===== src/rtl/cache_fill_fsm.sv =====
`default_nettype none
// ============================================================================
// Module   : cache_fill_fsm
// Purpose  : Cache miss fill controller. Requests an 8-word block from main
//            memory, writes each returned word into the data array and
//            installs the tag once the last word has arrived.
// Options  : CACHE_FILL_CRITICAL_WORD_FIRST_EN - start the burst at the
//            missing word and wrap, instead of always starting at word 0.
// Revision : 1.0 - initial release
// ============================================================================
module cache_fill_fsm (
   input  logic        clk,
   input  logic        rst,
   input  logic        miss_detected,
   input  logic [15:0] miss_address,
   input  logic        mem_data_valid,
   input  logic [15:0] mem_data,
   output logic        fsm_busy,
   output logic        mem_en,
   output logic [15:0] memory_address,
   output logic        write_data_array,
   output logic [15:0] fill_word_addr,
   output logic [15:0] fill_data,
   output logic        write_tag_array
);

   localparam logic [0:0] c_IDLE        = 1'b0;
   localparam logic [0:0] c_FILL        = 1'b1;
   localparam logic [3:0] c_BLOCK_WORDS = 4'd8;
   localparam logic [3:0] c_LAST_WORD   = 4'd7;

   logic [0:0]  r_state;
   logic [3:0]  r_issue_cnt;
   logic [3:0]  r_recv_cnt;
   logic [15:0] r_miss_addr;

   logic        w_in_fill;
   logic        w_issue;
   logic        w_recv;
   logic        w_last;
   logic [11:0] w_base;
   logic [2:0]  w_issue_off;
   logic [2:0]  w_recv_off;
   logic        w_unused;

   assign w_in_fill = (r_state == c_FILL);
   assign w_base    = r_miss_addr[15:4];
   assign w_issue   = w_in_fill && (r_issue_cnt < c_BLOCK_WORDS);
   assign w_recv    = w_in_fill && mem_data_valid;
   assign w_last    = w_recv && (r_recv_cnt == c_LAST_WORD);

   // Low address bits only matter for word ordering, never for the block base.
   assign w_unused  = ^{miss_address[3:0], r_miss_addr[3:0]};

`ifdef CACHE_FILL_CRITICAL_WORD_FIRST_EN
   assign w_issue_off = r_miss_addr[3:1] + r_issue_cnt[2:0];
   assign w_recv_off  = r_miss_addr[3:1] + r_recv_cnt[2:0];
`else
   assign w_issue_off = r_issue_cnt[2:0];
   assign w_recv_off  = r_recv_cnt[2:0];
`endif

   assign fsm_busy         = w_in_fill | miss_detected;
   assign mem_en           = w_issue;
   assign memory_address   = w_in_fill ? {w_base, w_issue_off, 1'b0} : 16'h0000;
   assign write_data_array = w_recv;
   assign fill_word_addr   = w_in_fill ? {w_base, w_recv_off, 1'b0} : 16'h0000;
   assign fill_data        = w_in_fill ? mem_data : 16'h0000;
   assign write_tag_array  = w_last;

   always_ff @(posedge clk) begin
      if (rst) begin
         r_state     <= c_IDLE;
         r_issue_cnt <= 4'd0;
         r_recv_cnt  <= 4'd0;
         r_miss_addr <= 16'h0000;
      end else begin
         case (r_state)
            c_IDLE: begin
               if (miss_detected) begin
                  r_state     <= c_FILL;
                  r_miss_addr <= miss_address;
                  r_issue_cnt <= 4'd0;
                  r_recv_cnt  <= 4'd0;
               end
            end
            c_FILL: begin
               if (w_issue) begin
                  r_issue_cnt <= r_issue_cnt + 4'd1;
               end
               if (w_recv) begin
                  r_recv_cnt <= r_recv_cnt + 4'd1;
               end
               if (w_last) begin
                  r_state <= c_IDLE;
               end
            end
            default: begin
               r_state <= c_IDLE;
            end
         endcase
      end
   end

endmodule
`default_nettype wire


===== config.mk =====
export PLATFORM = sky130hd
export DESIGN_NAME = cache_fill_fsm
export DESIGN_NICKNAME = d
export VERILOG_FILES = /design/src/rtl/cache_fill_fsm.sv
export SDC_FILE = /design/constraint.sdc
export NUM_CORES = 1
export LEC_CHECK = 0
export CAP_MARGIN = 20
export CORE_MARGIN = 3
export CORE_UTILIZATION = 55
export CTS_CLUSTER_SIZE = 8
export DETAILED_ROUTE_END_ITERATION = 10
export DONT_BUFFER_PORTS = 1
export HOLD_SLACK_MARGIN = 0.03
export PLACE_DENSITY = 0.79
export SLEW_MARGIN = 25
export SYNTH_ARGS = -nofsm -noshare
export SYNTH_HDL_FRONTEND = slang
export SYNTH_SLANG_ARGS = --single-unit

===== constraint.sdc =====
create_clock -name clk -period 1.4 [get_ports clk]
set_clock_uncertainty 0.2 [all_clocks]
set_input_delay 0.28 -clock clk [delete_from_list [all_inputs] [get_ports clk]]
set_output_delay 0.28 -clock clk [all_outputs]
set_load 0.02 [all_outputs]

# Word level (Yosys, flattened, before mapping)
# Cells that the tools add are included.
# word_totals
word_cells,30
mem_bits_rw,0
memories,0
latch_bits,0
regBits,25
rom_bits,0
output_inout_bits,52
input_bits,36
# op_classes
div_mod_pow,0
n_eq_ne,4
n_shift,0
addsub,2
n_bitwise,2
muxes,11
order_cmp,1
n_mul,0
n_reduce_logical,6
# op_table
operator,n
$mux W16,3
$pmux W4 S2,2
$mux W4,3
$add A4 B1 Y4 const B,2
$reduce_and A2 Y1,3
$eq A4 B3 Y1 const B,1
$lt A4 B4 Y1 const B,1
$ne A2 B2 Y1 const B,2
$logic_and A1 B1 Y1,3
$mux W1,2
$ne A2 B1 Y1 const B,1
$pmux W1 S2,1
$not A1 Y1,1
$or A1 B1 Y1,1

# Longest topological paths before layout
# Gate-level depths: netlist of run 1.
# depth
word_depth,4
ltp_mapped,5

# Worst setup path before layout of run 1
# OpenSTA, ideal clock, no wires.
# synth_path
kind,reg2out
start,register r_state
end,output memory_address[11]
path_slack_ps,-269
path_buffers,3
arrival_time_ps,1189
path_stages_with_launch,5
cell_sequence,dfxtp_1 buf_4 clkbuf_1 and2_1 buf_4
# synth_via
elab_chain_cells,1
# synth_lines
element,line,rtl
"start, declared",32,logic [0:0] r_state;
"start signal, assigned",73,r_state <= c_IDLE;
"start signal, assigned",81,r_state <= c_FILL;
"start signal, assigned",95,r_state <= c_IDLE;
$mux W16,65,"assign memory_address = w_in_fill ? {w_base, w_issue_off, 1'b0} : 16'h0000;"
"end, declared",20,"output logic [15:0] memory_address,"
# Every way passes these cells.

# Final worst setup path of run 1
# layout_path
start,register r_state
end,output write_tag_array
# layout_via
elab_chain_cells,2
# layout_lines
element,line,rtl
$logic_and A1 B1 Y1,49,assign w_recv = w_in_fill && mem_data_valid;
$logic_and A1 B1 Y1,50,assign w_last = w_recv && (r_recv_cnt == c_LAST_WORD);
"end, declared",24,output logic write_tag_array
# Every way passes these cells.

==> metrics.txt, run 1 <==
initial antenna violation count 0; syn_area_per_cell roughly 7.8 um^2; post-synthesis sequential area ratio 0.356; slew of the pin with the lowest slew margin slightly below 0.8 ns; fillers around 130; Antenna diodes 0; worst skew pair latency about 0.30 ns; failing checks negative setup slack; FF+latch count, synth 21; VDD IR max ~0.66 mV; Worst-path clk slew between 0.1 and 0.15 ns; Crit Path Max Fanout 6; ratio of cells with drive above 1 in the final layout 0.431; DRT Pass-1 Iters 4; die width approximately 52 um; Post-synth EDFFs 0; CTS buffer count 3; Core Region around 2000 um^2; first-pass GRT wire length ~4.5 mm; Max Clock Freq between 500 and 600 MHz; Top Ports 88; Distinct cells, synth 25; row count 16; Ys Warns 0; worst endpoint data arrival time ~1.2 ns; Vias 1,045; GR Overflow Total 0; post-layout util 0.814; Hold Buf Count CTS 13; setup TNS -10.00 ns; CTS max path bufs 2; Routed WL per cell roughly 16 um; Routed Antenna Nets 0; Lkg Pwr between 0.6 and 0.7 nW; Synth Flop Type dfxtp_1; gr usage total 0.223; Setup Viol. Count Final 52; critical path type flop to primary output; final worst setup slack -0.272 ns; share of the clock period used by the worst path 1.19; Max Cap Violations 0; footprint of the multi-input gates 738 um^2; Hold WC Path Type input port to flop; pin count of the biggest net entering global routing 22; fraction of registers with async set/reset 0; Reg area ~430 um^2; initial DRC count 22; vias per cell 5.39; nets between 200 and 250; vias in the first global route roughly 1,000; status finished, violations left; # H-tree levels 1; Critical Path Source Type flop; Post-Synthesis Cell Area ~1200 um^2; CTS sink count 21; post-route minimum period 1.67 ns; Gate Count Post-Synth between 150 and 200; post-placement setup slack -0.00150 ns; die height between 50 and 60 um; HPWL after detailed placement approximately 1.9 mm; Placed Area approximately 1200 um^2; Slew Limit Fails 0; CTS tree yes; pwr dens around 800 nW/um^2; Rel. slew slack 0.483; routability congestion estimate 0.706; initial core utilization 0.590; Req. time, crit path slightly above 0.9 ns; die area 2740 um^2; Layout Area Growth over Synthesis 38.0%; IO Port Bufs 0; RSZ-0062 raised after global routing yes; CTS root buf clkbuf_4; Tot Pwr approximately 1.3 mW; DRC 0; Final Cell Area ~1600 um^2; routed wire length 3.06 mm; final hold vios 0; CP endpoint kind primary output
## repair_timing
item / 4_1_cts / 5_1_grt
cloned: 1 / 1
hold endpoints to repair: 21 / 2
gates resized for setup: 52 / 18
pin swaps: 7 / 5
endpoints found under the setup margin: 50 / 71
buffers inserted: 4 / 3
## where the power goes
group	switching [mW]	internal [mW]	total [mW]	leakage, nW
combinational	0.191	0.178	0.369	0.490
clock	0.182	0.106	0.289	0.0177
sequential	0.0212	0.624	0.646	0.173
## synthesized netlist by cell type (2+ instances only)
cell	number	area (um^2)
and2_1	34	213
nand2_1	26	97.6
nand2b_1	4	25.0
a21oi_1	18	90.1
buf_4	18	135
nand3_1	5	25.0
clkbuf_1	5	18.8
nor2_1	2	7.51
dfxtp_1	21	420
nand4_1	2	12.5
inv_1	2	7.51
ha_1	2	25.0
## path summary, 6_finish.rpt
check / startpoint / to / slack (ns) / cells after the start
hold / removal: mem_data_valid / r_recv_cnt[1] / 0.0005 / 3
hold reg to reg: r_miss_addr[4] / r_miss_addr[4] / 0.27 / 2
setup reg to reg: r_state / r_recv_cnt[3] / -0.02 / 4
setup / recovery: r_state / write_tag_array / -0.27 / 3
## flip-flops by register name (all words and copies together), names as in the netlist
signal       cells
r_issue_cnt      4
r_state          1
r_recv_cnt       4
r_miss_addr     12
## cells in the final DEF (no fill, tap or decap), types with 3 or more instances in the layout
cell type and n:
nand2_1 26, and2_4 33, buf_12 5, nand3_1 5, a21oi_1 18, nand2b_1 3, dfxtp_1 18, dlygate4sd3_1 12
buf_4 12, clkbuf_4 3
## area by class of cell
type | instances | area share
multi-input combinational | 107 | 0.453
sequential | 21 | 0.262
timing repair buffer | 33 | 0.237
tap | 27 | 0.0207
clock buffer | 3 | 0.0138
inverter | 2 | 0.0107
clock inverter | 1 | 0.00307
## routing by layer
metal / GRT usage / routed length (um)
met1: 0.279 / 1240
met2: 0.362 / 1610
met3: 0.0427 / 198
met4: 0.111 / 10
met5: 0 / 0
## worst max-delay path, cell delays in order (launching register included)
cell and delay (ns):
dfxtp_4 0.42, buf_12 0.12, nand4_1 0.15, nor2_4 0.20
## logic make-up after synthesis
kind of cell | share of synthesized area
mux | 0.0222
xor+xnor | 0.00742
flops | 0.356
simple gates | 0.360
buf+inv | 0.137
compound gates | 0.0932
fa+ha+maj | 0.0212
other cells | 0.00317
## stage by stage
step,hold slack [ns],cells
final,0.000500,194
after global routing,0.00343,194
after CTS,0.000259,190
after detailed placement,0.153,169
after global placement,0.148,169
after floorplan,0.149,153
Note: power is estimated with default switching activity, not from simulation.
==> run 2: changes to the inputs <==
RECOVER_POWER = 100   (was not set)
==> results of run 2 <==
No change in the layout: final DEF, timing and power equal those of run 1.
==> run 3: changes to the inputs <==
CORE_MARGIN = not set   (was 3)
==> metrics.txt, run 3 (synthesized netlist as in run 1, its figures left out) <==
status finished, violations left; failing checks negative setup slack; Slew Limit Fails 0; initial antenna violation count 0; pin count of the biggest net entering global routing 22; CTS tree yes; Hold Buf Count CTS 13; initial core utilization 0.596; Top reg by flops r_miss_addr; slew of the pin with the lowest slew margin approximately 0.79 ns; # H-tree levels 1; critical path type flop to primary output; HPWL after detailed placement approximately 1.8 mm; DRC 0; die area 2340 um^2; first-pass GRT wire length 4.28 mm; Routed WL per cell 14.4 um; Crit Path Max Fanout 9; CTS buffer count 3; Comb power frac 0.283; routed wire length ~2.8 mm; row count 16; hold_ws approximately 0.0013 ns; CTS root buf clkbuf_4; most frequent cells in the layout and2_4 (34), nand2_1 (26), a21oi_1 (18), dfxtp_1 (18); Lkg Pwr slightly below 0.7 nW; clock network fraction of design power 0.218; worst endpoint data arrival time 1.18 ns; sw frac 0.295; Antenna diodes 0; Worst-path clk slew 0.12 ns; P_int 913 uW; nets roughly 210; Critical Path Source Type flop; DRT Pass-1 Iters 4; Core Region a little under 2000 um^2; Regs by FF count r_miss_addr x12, r_issue_cnt x4, r_recv_cnt x4; Flop pwr share 0.499; worst skew pair latency 0.30 ns; GR Overflow Total 0; die width between 40 and 50 um; ratio of cells with drive above 1 in the final layout 0.435; commonest non-fill, non-tap cell in the layout and2_4; Rel. slew slack 0.473; Reg area about 430 um^2; vias per cell about 5.3; gr usage total 0.230; post-layout util 0.827; Hold WC Path Type input port to flop; VDD IR max 0.669 mV; max reg flops 12; final worst setup slack -0.256 ns; IO Port Bufs 0; Max Clock Freq around 600 MHz; Placed Area ~1200 um^2; Vias roughly 1.0k; Top Ports between 80 and 90; final hold vios 0; vias in the first global route 1,005; Max Cap Violations 0; RSZ-0062 raised after global routing yes; Final Cell Area between 1500 and 2000 um^2; Routed Antenna Nets 0; post-route minimum period 1.66 ns; Req. time, crit path approximately 0.92 ns; Layout Area Growth over Synthesis 38.8%; pwr dens roughly 800 nW/um^2; CTS sink count 21; post-placement setup slack -0.000826 ns; CP endpoint kind primary output; setup TNS -9.75 ns; footprint of the multi-input gates around 740 um^2; share of the clock period used by the worst path 1.18; die height 48.3 um; initial DRC count 25; Setup Viol. Count Final 52; fillers 123; CTS max path bufs 2; P_sw 383 uW; routability congestion estimate approximately 0.71
-- run 3: final timing paths --
check                                       end            from  cells after the start  slack (ns)
worst min register to register   r_miss_addr[7]  r_miss_addr[7]                      2        0.26
worst max-delay path            write_tag_array         r_state                      3       -0.26
worst max register to register    r_recv_cnt[3]         r_state                      4       -0.03
worst min-delay path              r_recv_cnt[0]  mem_data_valid                      3       0.001
-- run 3: layout make-up --
class / count / share of cell area
clock buffers: 4 / 0.0160
inverters: 2 / 0.0107
well taps: 27 / 0.0206
multi-input cells: 107 / 0.450
flip-flops and latches: 21 / 0.260
repair buffers: 36 / 0.242
-- run 3: worst max-delay path, stage by stage, from the launching register on --
cell	delay (ns)
dfxtp_4	0.42
buf_12	0.13
nand4_1	0.14
nor2_4	0.19
-- run 3: layer usage --
metal  track usage  wire (um)  vias up
li1              -          -      509
met1         0.283       1120      502
met2         0.408       1580       28
met3        0.0377        116        2
met4        0.0735         23        0
met5             0          0        -
-- run 3: power groups by stage --
stage / combinational [mW] / sequential, mW / clock (mW)
finish: 0.366 / 0.646 / 0.283
floorplan: 0.221 / 0.652 / 0
detailed placement: 0.233 / 0.656 / 0
global placement: 0.227 / 0.654 / 0
global route: 0.390 / 0.650 / 0.323
CTS: 0.327 / 0.644 / 0.290
-- run 3: through the flow --
step                      instances  power [mW]
after floorplan                 153       0.873
after global placement          171       0.881
after detailed placement        171       0.890
after CTS                       192        1.26
after global routing            197        1.36
final                           197        1.30
-- run 3: timing repair --
action	in CTS	in global routing
pin swaps	7	7
resized for setup	53	19
hold endpoints to repair	21	2
buffers inserted	3	4
endpoints found under the setup margin	50	71
gates cloned	1	1
